===== config.mk =====
export PLATFORM = sky130hd
export DESIGN_NAME = datapath_result_accum
export DESIGN_NICKNAME = d
export VERILOG_FILES = /design/src/rtl/datapath_pkg.sv /design/src/rtl/valid_delay_line.sv /design/src/rtl/datapath_result_accum.sv
export SDC_FILE = /design/constraint.sdc
export NUM_CORES = 1
export LEC_CHECK = 0
export CAP_MARGIN = 30
export CORE_ASPECT_RATIO = 0.7
export CORE_MARGIN = 8
export CORE_UTILIZATION = 58
export CTS_CLUSTER_SIZE = 12
export DETAILED_ROUTE_END_ITERATION = 10
export PLACE_DENSITY = 0.88
export SYNTH_ARGS = -nofsm -noshare
export SYNTH_HDL_FRONTEND = slang
export SYNTH_HIERARCHICAL = 1
export SYNTH_SLANG_ARGS = --single-unit

===== constraint.sdc =====
create_clock -name clk -period 4.6 [get_ports clk]
set_clock_uncertainty 0.15 [all_clocks]
set_input_delay 0.92 -clock clk [delete_from_list [all_inputs] [get_ports clk]]
set_output_delay 0.92 -clock clk [all_outputs]
set_load 0.05 [all_outputs]

===== src/rtl/datapath_pkg.sv =====
// Shared definitions for datapath consumers: default word width, accumulator sizing
// and saturation bounds, plus the output-slot state type.
package datapath_pkg;

    localparam int DP_N = 16;

    typedef enum logic {
        SLOT_EMPTY = 1'b0,
        SLOT_FULL  = 1'b1
    } slot_state_t;

    // Four guard bits above the word width absorb short reductions without wrap.
    function automatic int acc_width(input int n);
        return n + 4;
    endfunction

    function automatic longint sat_max(input int acc_w);
        return (longint'(1) << (acc_w - 1)) - longint'(1);
    endfunction

    function automatic longint sat_min(input int acc_w);
        return -(longint'(1) << (acc_w - 1));
    endfunction

endpackage


===== src/rtl/valid_delay_line.sv =====
// PIPE-deep valid shift register that re-aligns an issue-side valid with a
// fixed-latency pipeline; any_valid flags a valid anywhere in flight.
module valid_delay_line #(
    parameter int DEPTH = 2
) (
    input  logic clk,
    input  logic rst,
    input  logic in_valid,
    output logic out_valid,
    output logic any_valid
);

    logic [DEPTH-1:0] sr_q;
    logic [DEPTH-1:0] sr_d;

    // The cast drops the oldest bit, which also covers DEPTH == 1.
    always_comb begin
        sr_d = DEPTH'({sr_q, in_valid});
    end

    always_ff @(posedge clk or posedge rst) begin
        if (rst) begin
            sr_q <= '0;
        end else begin
            sr_q <= sr_d;
        end
    end

    assign out_valid = sr_q[DEPTH-1];
    assign any_valid = |sr_q;

endmodule


===== src/rtl/datapath_result_accum.sv =====
// Sums LEN datapath results per window into a one-deep ready/valid output slot.
// Build option DATAPATH_ACC_SAT_EN: saturating adds with overflow report (wrap otherwise).
module datapath_result_accum
    import datapath_pkg::*;
#(
    parameter int N     = DP_N,
    parameter int PIPE  = 2,
    parameter int LEN   = 32,
    parameter int ACC_W = acc_width(DP_N)
) (
    input  logic                    clk,
    input  logic                    rst,
    input  logic                    issue_valid,
    input  logic signed [N-1:0]     Y,
    input  logic                    co,
    output logic                    out_valid,
    input  logic                    out_ready,
    output logic signed [ACC_W-1:0] out_data,
    output logic                    out_co,
    output logic                    out_ovf,
    output logic                    err_overrun,
    output logic                    busy
);

    localparam int               CNT_W    = $clog2(LEN);
    localparam logic [CNT_W-1:0] CNT_LAST = CNT_W'(LEN - 1);

    logic res_valid;
    logic dly_busy;

    valid_delay_line #(
        .DEPTH(PIPE)
    ) u_valid_delay_line (
        .clk       (clk),
        .rst       (rst),
        .in_valid  (issue_valid),
        .out_valid (res_valid),
        .any_valid (dly_busy)
    );

    logic signed [ACC_W-1:0] acc_q, acc_d;
    logic [CNT_W-1:0]        cnt_q, cnt_d;
    logic                    co_acc_q, co_acc_d;
    logic                    ovf_acc_q, ovf_acc_d;
    slot_state_t             state_q, state_d;
    logic signed [ACC_W-1:0] out_data_q, out_data_d;
    logic                    out_co_q, out_co_d;
    logic                    out_ovf_q, out_ovf_d;
    logic                    err_overrun_q, err_overrun_d;

    logic signed [ACC_W-1:0] y_ext;
    logic signed [ACC_W-1:0] add_sum;
    logic                    add_clamp;
    logic                    win_end;

    assign y_ext = {{(ACC_W - N){Y[N-1]}}, Y};

`ifdef DATAPATH_ACC_SAT_EN
    localparam logic signed [ACC_W-1:0] ACC_MAX = ACC_W'(sat_max(ACC_W));
    localparam logic signed [ACC_W-1:0] ACC_MIN = ACC_W'(sat_min(ACC_W));

    logic [ACC_W:0] add_wide;

    // One extra bit exposes signed overflow as a disagreement of the top two bits.
    always_comb begin
        add_wide  = {acc_q[ACC_W-1], acc_q} + {y_ext[ACC_W-1], y_ext};
        add_clamp = add_wide[ACC_W] != add_wide[ACC_W-1];
        if (!add_clamp) begin
            add_sum = add_wide[ACC_W-1:0];
        end else if (add_wide[ACC_W]) begin
            add_sum = ACC_MIN;
        end else begin
            add_sum = ACC_MAX;
        end
    end
`else
    assign add_sum   = acc_q + y_ext;
    assign add_clamp = 1'b0;
`endif

    assign win_end = res_valid && (cnt_q == CNT_LAST);

    always_comb begin
        acc_d         = acc_q;
        cnt_d         = cnt_q;
        co_acc_d      = co_acc_q;
        ovf_acc_d     = ovf_acc_q;
        state_d       = state_q;
        out_data_d    = out_data_q;
        out_co_d      = out_co_q;
        out_ovf_d     = out_ovf_q;
        err_overrun_d = err_overrun_q;

        if (win_end) begin
            acc_d     = '0;
            cnt_d     = '0;
            co_acc_d  = 1'b0;
            ovf_acc_d = 1'b0;
        end else if (res_valid) begin
            acc_d     = add_sum;
            cnt_d     = cnt_q + 1'b1;
            co_acc_d  = co_acc_q | co;
            ovf_acc_d = ovf_acc_q | add_clamp;
        end

        // The datapath cannot stall, so a full slot without a handshake drops the new sum.
        case (state_q)
            SLOT_EMPTY: begin
                if (win_end) begin
                    state_d    = SLOT_FULL;
                    out_data_d = add_sum;
                    out_co_d   = co_acc_q | co;
                    out_ovf_d  = ovf_acc_q | add_clamp;
                end
            end
            SLOT_FULL: begin
                if (out_ready) begin
                    if (win_end) begin
                        out_data_d = add_sum;
                        out_co_d   = co_acc_q | co;
                        out_ovf_d  = ovf_acc_q | add_clamp;
                    end else begin
                        state_d = SLOT_EMPTY;
                    end
                end else if (win_end) begin
                    err_overrun_d = 1'b1;
                end
            end
            default: state_d = SLOT_EMPTY;
        endcase
    end

    always_ff @(posedge clk or posedge rst) begin
        if (rst) begin
            acc_q         <= '0;
            cnt_q         <= '0;
            co_acc_q      <= 1'b0;
            ovf_acc_q     <= 1'b0;
            state_q       <= SLOT_EMPTY;
            out_data_q    <= '0;
            out_co_q      <= 1'b0;
            out_ovf_q     <= 1'b0;
            err_overrun_q <= 1'b0;
        end else begin
            acc_q         <= acc_d;
            cnt_q         <= cnt_d;
            co_acc_q      <= co_acc_d;
            ovf_acc_q     <= ovf_acc_d;
            state_q       <= state_d;
            out_data_q    <= out_data_d;
            out_co_q      <= out_co_d;
            out_ovf_q     <= out_ovf_d;
            err_overrun_q <= err_overrun_d;
        end
    end

    assign out_valid   = (state_q == SLOT_FULL);
    assign out_data    = out_data_q;
    assign out_co      = out_co_q;
    assign out_ovf     = out_ovf_q;
    assign err_overrun = err_overrun_q;
    assign busy        = (cnt_q != '0) || dly_busy;

endmodule


==> run summary <==
outcome - finished, final reports clean
Post-DP HPWL - 4.60 mm
Initial Util - 0.605
Setup-failing EPs final - 0
register bit total from synthesis - 51
cell count after synthesis - 295
fmax - 288 MHz
Port Buffers - 44
Critical Path Start Type - input pin
RSZ-0062 raised after global routing - no
synth top area cells - dfrtp_1 (44%), ha_1 (9.5%), nand2_1 (4.4%), o22ai_1 (3.7%), o21ai_0 (3.6%)
max-cap violations - 0
min Tclk post-route - 3.47 ns
Syn Area/Cell - 9.81 sq um
HP Class - reg2reg
slowest stage cell on the critical path - clkdlybuf4s50_1
layout cells sized above 1 - 0.0853
Post CTS Setup Buffer Count - 0
Seq/Total Area, Yosys - 0.441
critical path class - in2reg
final wirelength - 6.10 mm
Post-synth EDFFs - 0
Skew-Pair Late Insertion Delay - 0.31 ns
CTS root buffer - clkbuf_8
largest net degree at the start of global routing - 38
CP cell instances - clkdlybuf4s50_1 > ha_1 > fa_1 > a21o_1 > a221oi_2 > a21oi_1 > a31o_2 > a21oi_1 > xor2_1 > o22ai_1
vias in the first global route - 2276
ant diodes - 0
Die Span X - 100 um
WL/cell - 14.9 um
leading area contributor after synthesis - dfrtp_1
IO Pins - 46
syn_nets - 339
vias - 2241
most frequent cell after synthesis - dfrtp_1
# hold bufs at CTS - 0
TritonRoute pass-1 iters - 4
Buf/Inv on CP - 1
Total Routing Usage GR - 0.176
ys flop type - dfrtp_1
Final Hold Fails - 0
Synth top area share - 0.441
Synth Cell Area - 2900 sq um
post-CTS sizing - 0
Req. time, crit path - 4.61 ns
Critical Path Sink Type - flip-flop
Slew HR - 0.511
crit path DAT - 3.48 ns
DRC - 0
clk buf depth - 2
async set or reset register ratio after synthesis - 1.00
core area - 4780 sq um
initial antenna violation count - 0
# H-tree levels - 2
TritonCTS Buffers - 5
CTS tree - built
first-pass GRT wire length - 10.6 mm
Nets - 383
Iteration-0 DRC Markers - 122
Post-synth top cells - dfrtp_1 (51), nand2_1 (34), inv_1 (24)
Pwr Density - 665 nW/um^2
count of different cell masters after synthesis - 46
Leakage - 1.65 nW
most used cell, CP - a21oi_1
DR vias/cell - 5.48
Largest stage delay, worst path - 0.42 ns
setup tns final - 0 ns
Layout area overhead - 21.9%
die area - 7540 sq um
Die Ht - 75.1 um
Max Fanout on Critical Path - 3
Antenna Violating Nets Remaining - 0
final core occ - 0.738
Final Slew Violations - 0
fill cell count - 347
grt total ovfl - 0
actual slew at the worst max-slew pin - 0.732 ns
clock slew at reported path FFs - 0.10 ns
CP delay by family, top - compound AO/OA/AOI/OAI gates
clock tree sinks - 51
worst vdd ir - 0.000333 V
row count - 21
global placer's final weighted congestion - 0.916
Yosys warnings - 6
Final Cycle Share - 0.754
worst paths after layout:
| check | to | cells past startpoint | slack (ns) | from |
|---|---|---|---|---|
| worst max-delay path | acc_q[18] | 10 | 1.13 | Y[0] |
| worst min-delay path | u_valid_delay_line/sr_q[1] | 0 | 0.24 | u_valid_delay_line/sr_q[0] |
| worst max register to register | acc_q[18] | 9 | 1.79 | acc_q[0] |
| worst min register to register | u_valid_delay_line/sr_q[1] | 0 | 0.24 | u_valid_delay_line/sr_q[0] |
| max in group asynchronous | out_data[9] | 3 | 2.98 | rst |
| min in group asynchronous | u_valid_delay_line/sr_q[1] | 2 | 0.63 | rst |
logic make-up after synthesis:
logic type / after synthesis / share of synthesized area
mux: 6 / 0.0229
buf+inv: 34 / 0.0454
xor+xnor: 19 / 0.0622
simple gates: 69 / 0.115
compound gates: 92 / 0.210
fa+ha+maj: 23 / 0.102
other cells: 1 / 0.00130
flops: 51 / 0.441
worst reg2reg max path: stages (launching register included):
cell	delay (ns)
dfrtp_1	0.39
ha_1	0.21
fa_1	0.41
a21o_1	0.20
a221oi_2	0.35
a21oi_1	0.16
a31o_2	0.31
a21oi_1	0.17
xor2_1	0.20
o22ai_1	0.11
per-stage QoR:
| stage | hold slack (ns) | area, sq um | cells | power (mW) | setup slack [ns] |
|---|---|---|---|---|---|
| after floorplan | 0.197 | 2900 | 295 | 1.71 | 1.48 |
| after global placement | 0.212 | 3400 | 400 | 1.99 | 0.883 |
| after detailed placement | 0.220 | 3420 | 401 | 2.02 | 0.842 |
| after CTS | 0.243 | 3530 | 409 | 2.35 | 1.14 |
| after global routing | 0.253 | 3530 | 409 | 2.53 | 0.978 |
| final | 0.236 | 3530 | 409 | 2.35 | 1.13 |
power by group:
group          switching (mW)  total [mW]  internal [mW]  leakage [nW]
logic                   0.781        1.33          0.551         0.942
clock network           0.154       0.316          0.162        0.0581
registers              0.0939       0.697          0.603         0.648
total                    1.03        2.35           1.32          1.65
registers in the layout, indices dropped and copies added (netlist names):
name	count
err_overrun	1
acc_q	20
out_data	20
out_valid	1
u_valid_delay_line/sr_q	2
co_acc_q	1
out_co	1
cnt_q	5
metal layers:
layer  GRT usage  share of wire
met1       0.227           0.49
met2       0.280           0.44
met3      0.0489          0.058
met4      0.0567          0.010
met5           0              0
cell type report:
type	instances	area [sq um]	area share
Clock buffer	5	68.8	0.0195
Clock inverter	3	43.8	0.0124
Inverter	24	90.1	0.0255
Timing Repair Buffer	47	475	0.135
Tap cell	69	86.3	0.0245
Multi-Input combinational cell	210	1490	0.422
Sequential cell	51	1280	0.362
placed cells by master, fill, tap and decap left out, types with 8 or more instances in the layout:
master            n
xor2_1            8
dfrtp_1          51
o22ai_1          17
ha_1             22
nor2_1            8
o21ai_0          21
clkdlybuf4s50_1  44
xnor2_1          10
nand2_1          34
a21oi_1          17
inv_1            23
(Power assumes the default switching activity.)
==> edit 1 (same flow settings) <==
Take the reset off `out_data_q` and load it in a clocked block of its own.
--- a/src/rtl/datapath_result_accum.sv
+++ b/src/rtl/datapath_result_accum.sv
@@ -139,3 +139,2 @@
             state_q       <= SLOT_EMPTY;
-            out_data_q    <= '0;
             out_co_q      <= 1'b0;
@@ -149,3 +148,2 @@
             state_q       <= state_d;
-            out_data_q    <= out_data_d;
             out_co_q      <= out_co_d;
@@ -154,2 +152,6 @@
         end
+    end
+
+    always_ff @(posedge clk) begin
+        out_data_q <= out_data_d;
     end
Formal check against the unedited RTL: same outputs for any inputs over 10 cycles, from zero or initial values and one cycle with rst high; that may be too few to reach the edited logic, so the function may still have changed.
==> edit 1 against the unedited design <==
- maximum frequency increased by 7.5%
- critical path depth decreased by 1
- worst setup slack improved by 0.24 ns
- sequential cell count unchanged
- design area increased by 4.6%
- via count increased by 12%
- synthesized area increased by 7.9%
- routed wire length increased by 20%
- utilization decreased by 3.2 points
- power decreased by 4.5%
==> edit 1: results (changes against the unedited design) <==
FF-to-FF setup slack=1.85 ns (+0.06 ns); routability cong.=0.925 (+0.97%); worst path arrival time=3.26 ns (-0.22 ns); VDD IR max=0.348 mV (+4.8%); total track usage=19.0% (+1.4 points); total number of vias=2519 (+12%); M1 WL=3.36 mm (+12%); WL met2=3.24 mm (+21%); XOR/XNOR Fraction of Synth Area=4.49% (-1.7 points); hpwl dp=5.50 mm (+20%); synth cell count leaders=dfrtp_1, nand2_1, ha_1; Pre-antenna DRT Iters=4 (unchanged); top-area cell type share of the netlist area=24.8% (-19 points); placed cells=402 (+0.25%); largest cells by area after synthesis=dfrtp_1, edfxtp_1, ha_1; CP Max Fanout=3 (unchanged); layout cell share with drive strength beyond 1=7.40% (-1.1 points); status=completed; Seq power=724 uW (+3.9%); worst hold margin=0.230 ns (-0.00622 ns); Sw Pwr=974 uW (-5.3%); Seq/Total Area, Yosys=44.1% (about the same); WL/cell=17.9 um (+20%); Compound-Gate Fraction of Synth Area=21.9% (+0.86 points); first-pass GRT wire length=12.6 mm (+19%); drt initial violations=144 (+18%); WL final=7.34 mm (+20%); FFs w/ async S/R, synth=60.8% (-39 points); adder and majority cell fraction of the synthesized area=9.45% (-0.75 points); Net Count, Synth=344 (+1.5%); crit path max-delay cell type=fa_1; crit share post-route=70.2% (-5.3 points); vias in the first global route=2563 (+13%); Reg2Reg Launch Point=u_valid_delay_line/sr_q[1]$_DFF_PP0_; nets=381 (-0.52%); Slew @ Worst Pin=0.825 ns (+0.0929 ns); Worst R2R Path Depth=5 (-4); number of synthesized flops with an enable pin=20 (+20); fin util=70.6% (-3.2 points); dpl cell area=3600 um^2 (+5.5%); dpl ws=1.12 ns (+0.280 ns); reg2reg end=acc_q[19]$_DFFE_PP0P_; Pint=1.27 mW (-3.9%); Crit path max-delay family=compound AO/OA/AOI/OAI gates; Fillers=399 (+15%); WL met3=571 um (+63%); Leakage=1.55 nW (-6.1%); post-synth cell types=57 (+24%); largest net degree at the start of global routing=24 (-37%); post-synthesis cell count=300 (+1.7%); Comb power frac=56.2% (-0.6 points)
[edit 1: changes by cell type in the layout (fill, tap and decap cells not counted), moves of 4 or more]
cell / delta
a22o_1: +13
a31o_2: -4
and2_1: +4
dfrtp_1: -20
edfxtp_1: +20
inv_1: -9
mux2_2: -5
nand2_1: -4
nor2_1: +9
nor2b_1: -5
o21ai_0: -10
o221ai_1: +4
o22ai_1: -15
[edit 1: layout make-up]
class / count / area share [%]
Sequential cell: 51 / 37.3
Timing Repair Buffer: 48 / 13.3
Clock inverter: 2 / 0.339
Multi-Input combinational cell: 217 / 43.2
Inverter: 14 / 1.42
Clock buffer: 6 / 1.97
Tap cell: 72 / 2.44
[edit 1: metal layers]
metal  track usage [%]  up-vias
li1                  -     1174
met1              25.0     1203
met4              7.34        0
met3              4.37       17
met2              29.9      125
met5                 0        -
[edit 1: worst reg2reg max path: stages, from the launching register on]
cell      delay (ns)
dfrtp_1         0.70
inv_1           0.54
nor2_1          0.63
nand2_1         0.13
a2111o_1        0.42
o311ai_1        0.08
==> edit 2 (config.mk and constraints unchanged) <==
Without the edit above. Add a define of `DATAPATH_ACC_SAT_EN`.
--- a/src/rtl/datapath_result_accum.sv
+++ b/src/rtl/datapath_result_accum.sv
@@ -2,2 +2,4 @@
 // Build option DATAPATH_ACC_SAT_EN: saturating adds with overflow report (wrap otherwise).
+`define DATAPATH_ACC_SAT_EN
+
 module datapath_result_accum
Function: no difference found for any inputs over 10 cycles, from zero or initial values and one cycle with rst high; that may be too few to reach the edited logic, so the function may still have changed.
==> edit 2 against the unedited design <==
- sequential power up 14%
- worst setup slack worse by 0.55 ns
- largest power group unchanged
- synthesized cell count is 17% higher
- power grew 32%
- sequential cell count increased by 2
- clock power is 5% higher
- design area increased by 9.6%
- via count increased by 26%
- synthesized area increased by 11%
- routed wire length up 35%
- combinational power grew 47%
==> edit 2: results (changes against the unedited design) <==
status=completed; Slew @ Worst Pin=0.824 ns (+0.0915 ns); M1 GR Usage=28.4% (+5.7 points); routability cong.=0.910 (-0.70%); first-pass GRT wire length=13.7 mm (+29%); IO buf count=45 (+2.3%); WL met3=720 um (+110%); M1 WL=3.83 mm (+28%); post-synth cell types=54 (+17%); grt met2 use=31.3% (+3.3 points); hpwl dp=6.06 mm (+32%); drt initial violations=189 (+55%); dpl cell area=3750 um^2 (+9.8%); Compound-Gate Fraction of Synth Area=24.6% (+3.6 points); reg2reg end=acc_q[8]$_DFFE_PP0P_; Leakage=1.72 nW (+4.6%); layout cell share with drive strength beyond 1=6.65% (-1.9 points); worst hold margin=0.231 ns (-0.00437 ns); adder and majority cell fraction of the synthesized area=9.56% (-0.64 points); worst path arrival time=4.05 ns (+0.57 ns); Clk pwr share=10.8% (-2.7 points); Sw Pwr=1.52 mW (+47%); total track usage=20.2% (+2.7 points); Net Count, Synth=391 (+15%); synth cell count leaders=dfrtp_1, a21oi_1, nand2_1; Worst R2R Path Depth=12 (+3); FF-to-FF setup slack=1.27 ns (-0.52 ns); switching portion of total power=49.2% (+5.3 points); XOR/XNOR Fraction of Synth Area=2.45% (-3.8 points); largest net degree at the start of global routing=44 (+16%); WL/cell=17.8 um (+20%); Seq/Total Area, Yosys=41.2% (-2.9 points)
[edit 2: cell count changes in the layout (fill, tap and decap cells not counted), moves of 5 or more]
cell	change
o21ai_0	+9
xor2_1	-6
o2bb2ai_1	+14
nand2b_1	+7
a21o_1	+5
inv_1	-10
a21oi_1	+20
nor2b_1	-5
nor2_1	+21
o22ai_1	-15
[edit 2: layout make-up]
class | count | area, um^2
inverters | 15 | 56.3
clock buffers | 5 | 68.8
flip-flops and latches | 53 | 1330
repair buffers | 49 | 493
fillers | 395 | 1420
multi-input cells | 266 | 1790
clock inverters | 3 | 47.5
well taps | 72 | 90.1
[edit 2: metrics by stage]
step / setup WS [ns] / std cells / util [%]
after CTS: 0.634 / 463 / 73.2
final: 0.578 / 463 / 73.2
after global routing: 0.424 / 463 / 73.2
after floorplan: 1.21 / 346 / -
after global placement: 0.467 / 454 / 70.6
after detailed placement: 0.299 / 455 / 71.0
